$ cat config.mk
export PLATFORM = sky130hd
export DESIGN_NAME = uart_tx
export DESIGN_NICKNAME = d
export VERILOG_FILES = /design/src/rtl/uart_pkg.sv /design/src/rtl/uart_baud_gen.sv /design/src/rtl/uart_tx.sv
export SDC_FILE = /design/constraint.sdc
export NUM_CORES = 1
export LEC_CHECK = 0
export BUFFER_PORTS_ARGS = -buffer_cell sky130_fd_sc_hd__buf_2
export CORE_MARGIN = 5
export CORE_UTILIZATION = 40
export CTS_CLUSTER_SIZE = 16
export DETAILED_ROUTE_END_ITERATION = 12
export GPL_ROUTABILITY_DRIVEN = 0
export PLACE_DENSITY = 0.67
export SYNTH_ARGS = -nofsm -noshare
export SYNTH_HDL_FRONTEND = slang
export SYNTH_SLANG_ARGS = --single-unit
$ cat constraint.sdc
create_clock -name clk -period 4.29 [get_ports clk]
set_clock_uncertainty 0.1 [all_clocks]
set_input_delay 0.858 -clock clk [delete_from_list [all_inputs] [get_ports clk]]
set_output_delay 0.858 -clock clk [all_outputs]
set_load 0.05 [all_outputs]
$ cat src/rtl/uart_pkg.sv
// Shared definitions for the UART transmit path: the transmitter state encoding
// and the parity-mode constants selected by the PARITY_ODD parameter.
package uart_pkg;

    typedef enum logic [2:0] {
        IDLE,
        REQ,
        LOAD,
        START,
        DATA,
        PARITY,
        STOP
    } uart_tx_state_t;

    localparam int PAR_EVEN = 0;
    localparam int PAR_ODD  = 1;

endpackage

$ cat src/rtl/uart_baud_gen.sv
// Bit-period timer: counts clock cycles within one serial bit and flags the
// last cycle of the bit; 'clear' restarts the count so every state entry begins at zero.
module uart_baud_gen #(
    parameter int CLKS_PER_BIT = 868
) (
    input  logic clk,
    input  logic rst,
    input  logic clear,
    output logic bit_done
);

    localparam int CW = $clog2(CLKS_PER_BIT);

    logic [CW-1:0] r_count;
    logic          w_last;

    assign w_last   = (r_count == CW'(CLKS_PER_BIT - 1));
    assign bit_done = w_last;

    always_ff @(posedge clk) begin
        if (rst || clear) begin
            r_count <= '0;
        end else if (w_last) begin
            r_count <= '0;
        end else begin
            r_count <= r_count + 1'b1;
        end
    end

endmodule

$ cat src/rtl/uart_tx.sv
// UART transmitter fed from a registered-output FIFO: strobes one read, loads the
// character, then shifts start, data (LSB first), optional parity and stop bits out on tx.
module uart_tx
    import uart_pkg::*;
#(
    parameter int DATA_WIDTH   = 8,
    parameter int CLKS_PER_BIT = 868,
    parameter int PARITY_EN    = 0,
    parameter int PARITY_ODD   = 0,
    parameter int STOP_BITS    = 1
) (
    input  logic                  clk,
    input  logic                  rst,
    input  logic                  fifo_empty,
    input  logic [DATA_WIDTH-1:0] fifo_read_data,
    output logic                  fifo_read_en,
    output logic                  tx,
    output logic                  busy
);

    localparam int BW = $clog2(DATA_WIDTH) + 1;

    uart_tx_state_t        r_state, w_stateNext;
    logic [DATA_WIDTH-1:0] r_shift, w_shiftNext;
    logic [BW-1:0]         r_bitIdx, w_bitIdxNext;
    logic                  r_parity, w_parityNext;
    logic                  r_tx, w_txNext;
    logic                  w_bitDone;
    logic                  w_baudClear;

    // Counter restarts whenever the state changes, and is held at zero while idle.
    assign w_baudClear = (w_stateNext != r_state) || (r_state == IDLE);

    uart_baud_gen #(
        .CLKS_PER_BIT(CLKS_PER_BIT)
    ) u_baud (
        .clk     (clk),
        .rst     (rst),
        .clear   (w_baudClear),
        .bit_done(w_bitDone)
    );

    always_ff @(posedge clk) begin
        if (rst) begin
            r_state  <= IDLE;
            r_shift  <= '0;
            r_bitIdx <= '0;
            r_parity <= 1'b0;
            r_tx     <= 1'b1;
        end else begin
            r_state  <= w_stateNext;
            r_shift  <= w_shiftNext;
            r_bitIdx <= w_bitIdxNext;
            r_parity <= w_parityNext;
            r_tx     <= w_txNext;
        end
    end

    always_comb begin
        w_stateNext  = r_state;
        w_shiftNext  = r_shift;
        w_bitIdxNext = r_bitIdx;
        w_parityNext = r_parity;
        w_txNext     = 1'b1;

        case (r_state)
            IDLE: begin
                if (!fifo_empty) begin
                    w_stateNext = REQ;
                end
            end
            REQ: begin
                w_stateNext = LOAD;
            end
            LOAD: begin
                w_stateNext  = START;
                w_shiftNext  = fifo_read_data;
                w_parityNext = (^fifo_read_data) ^ (PARITY_ODD == PAR_ODD);
            end
            START: begin
                if (w_bitDone) begin
                    w_stateNext  = DATA;
                    w_bitIdxNext = '0;
                end
            end
            DATA: begin
                if (w_bitDone) begin
                    if (r_bitIdx == BW'(DATA_WIDTH - 1)) begin
                        w_bitIdxNext = '0;
                        w_stateNext  = (PARITY_EN != 0) ? PARITY : STOP;
                    end else begin
                        w_bitIdxNext = r_bitIdx + 1'b1;
                        w_shiftNext  = r_shift >> 1;
                    end
                end
            end
            PARITY: begin
                if (w_bitDone) begin
                    w_stateNext = STOP;
                end
            end
            STOP: begin
                if (w_bitDone) begin
                    if (r_bitIdx == BW'(STOP_BITS - 1)) begin
                        w_bitIdxNext = '0;
                        w_stateNext  = IDLE;
                    end else begin
                        w_bitIdxNext = r_bitIdx + 1'b1;
                    end
                end
            end
            default: begin
                w_stateNext = IDLE;
            end
        endcase

        // tx is registered from the upcoming state so the line changes exactly on state entry.
        case (w_stateNext)
            START:   w_txNext = 1'b0;
            DATA:    w_txNext = w_shiftNext[0];
            PARITY:  w_txNext = r_parity;
            default: w_txNext = 1'b1;
        endcase
    end

    assign tx           = r_tx;
    assign busy         = (r_state != IDLE);
    assign fifo_read_en = (r_state == REQ) && !rst;

endmodule

==> metrics <==
# Post-CTS Setup Buffers 0; P_leak 0.000545 µW; CTS clk-pin slew, worst paths 0.15 ns; Worst Setup Start Kind flip-flop; Psw 143 µW; vias in the first global route 1,100; Reg power frac 57.9%; Starting DRT DRC Count 78; Setup-failing EPs final 0; Required @ worst endpoint 3.33 ns; 1st-pass router iterations 4; area grow syn2layout 8.42%; final WL 2770 µm; WL per Instance 12.4 µm; Die ar. 0.00482 mm²; RSZ-0062 raised after global routing no; largest net degree at the start of global routing 20; synth top area cells dfxtp_1 38%, xnor2_1 6.8%, nor2_1 5.3%; nets 192; fin cells 223; Placed Cells 219; flops & latches, synth 27; crit path max fanout 11; TNS Setup 0 ns; initial antenna violation count 0; type of the worst min-delay path reg -> reg; status finished, final reports clean; Synth area leader dfxtp_1; Post-CTS Resized 0; crit path time final 2.53 ns; top_reg_cell synth dfxtp_1; max cap viols 0; worst hold margin 0.370 ns; floorplan row count 21; gr usage total 11.9%; vias post-DR 1,209; CTS tree built; Cell variety after synth 42; Arr. time, crit path 1.57 ns; filler cell count 323; IO Count 14; Syn Nets 182; Final ANT Viol Nets 0; Peak supply drop 0.152 mV; Clock Latency Late Sink 0.33 ns; die height 69.4 µm; via/cell ratio 5.42; Synth top area share 38.3%; fin. max-slew vios 0; fmax 0.395 GHz; grt ovf 0; Initial Util 41.6%; die span in x 69.4 µm; # DRC 0; Post-DP Area 0.00150 mm²; most frequent cells after synthesis 27 x dfxtp_1, 20 x nor2_1, 14 x nand2_1; most used standard cell by instance count after synthesis dfxtp_1; final instance area 0.00153 mm²; first-pass GRT wire length 4770 µm; Reg-to-Reg Start u_baud.r_count[0]$_SDFF_PP0_; synthesized instance count 168; ys async rst share 0%; hold buffer count at cts 0; worst-margin pin slew 0.821 ns; power share of the clock group 23.5%; Syn. warnings 0; final core utilization 45.1%; TritonCTS buffer count 3; Switching Fraction 30.0%; Core Box Area 0.00339 mm²; worst setup path startpoint r_state[0]$_SDFF_PP0_; HPWL Detailed 2050 µm; IO Port Bufs 13; type of the worst setup path reg -> out; Synth Area per Inst 8.40 µm²; combinational share of power 18.5%; period utilisation layout 58.9%; TritonCTS Sinks 27; mapped cell area 0.00141 mm²; htree depth 1; clock root cell clkbuf_4; layout cells sized above 1 15.8%; Post-synth EDFFs 0; antenna fix cells 0; Pwr Density 311 mW/mm²; Final Hold Vio Count 0; Crit. End Element primary output; hold_sp r_shift[3]$_SDFFE_PP0P_; Slew HR 45.1%; register area share after synthesis 38.3%; Int Power 333 µW; clk buf depth 2
-- metrics by stage --
stage,worst slack (ns),power (µW)
after floorplan,0.869,349
after global placement,1.77,367
after detailed placement,1.77,370
after CTS,1.75,482
after global routing,1.68,507
final,1.76,476
-- critical path, stage by stage, from the launching register on --
cell     delay [ns]
dfxtp_1        0.55
inv_1          0.13
nor4_1         0.25
buf_2          0.30
-- kinds of logic after synthesis --
kind of cell             share of synthesized area (%)
XOR/XNOR                                          9.31
AO/OA/AOI/OAI                                     16.7
buffers and inverters                             3.81
flip-flops                                        38.3
AND/OR/NAND/NOR                                   29.3
adder cells (fa/ha/maj)                           2.66
-- area by class of cell --
type / instances / area [µm²] / share of cell area [%]
tap: 46 / 57.6 / 3.76
clock buffer: 3 / 22.5 / 1.47
clock inverter: 1 / 5.00 / 0.327
inverter: 6 / 22.5 / 1.47
sequential: 27 / 541 / 35.3
multi-input combinational: 127 / 817 / 53.4
timing repair buffer: 13 / 65.1 / 4.25
-- routing by layer --
metal | share of wire [%] | track usage [%] | wire (µm) | vias to the layer above
met5 | 0 | 0 | 0 | -
met4 | 1.6 | 4.77 | 45 | 0
met3 | 4.3 | 3.91 | 120 | 6
met2 | 49 | 19.4 | 1360 | 26
met1 | 45 | 14.5 | 1240 | 565
li1 | - | - | - | 612
-- power by group through the flow --
| stage | Sequential, µW | Clock (µW) | Combinational [µW] |
|---|---|---|---|
| 5_1_grt | 278 | 132 | 97.3 |
| 3_5_place_dp | 281 | 0 | 89.2 |
| 2_1_floorplan | 276 | 0 | 73.1 |
| 3_3_place_gp | 280 | 0 | 86.7 |
| 6_report | 276 | 112 | 88.3 |
| 4_1_cts | 276 | 117 | 89.3 |
-- sequential cells by signal, indices dropped and copies added (netlist names) --
signal          flops
u_baud.r_count     10
r_shift             8
r_bitIdx            4
r_state             3
r_parity            1
tx                  1
-- final timing paths --
| path | cells after the start | endpoint | slack, ns |
|---|---|---|---|
| max | 3 | fifo_read_en | 1.76 |
| min reg2reg | 2 | r_shift[3]$_SDFFE_PP0P_ | 0.37 |
| max reg2reg | 6 | r_bitIdx[3]$_SDFFE_PP0P_ | 1.96 |
| min | 2 | r_shift[3]$_SDFFE_PP0P_ | 0.37 |
-- layout by cell type (no fill, tap or decap), types with 3 or more instances in the layout --
cell | netlist | layout
a211oi_1 | 4 | 4
a21oi_1 | 13 | 13
a22oi_1 | 7 | 7
a31oi_1 | 3 | 3
buf_2 | 1 | 13
clkbuf_4 | 0 | 3
dfxtp_1 | 27 | 27
ha_1 | 3 | 3
inv_1 | 6 | 6
nand2_1 | 14 | 14
nand2b_1 | 3 | 3
nand3_1 | 5 | 5
nor2_1 | 20 | 20
nor2b_1 | 3 | 3
nor3_1 | 4 | 4
o21ai_0 | 3 | 3
xnor2_1 | 11 | 11
xor2_1 | 4 | 4
Power figures use the tool's default switching activity.
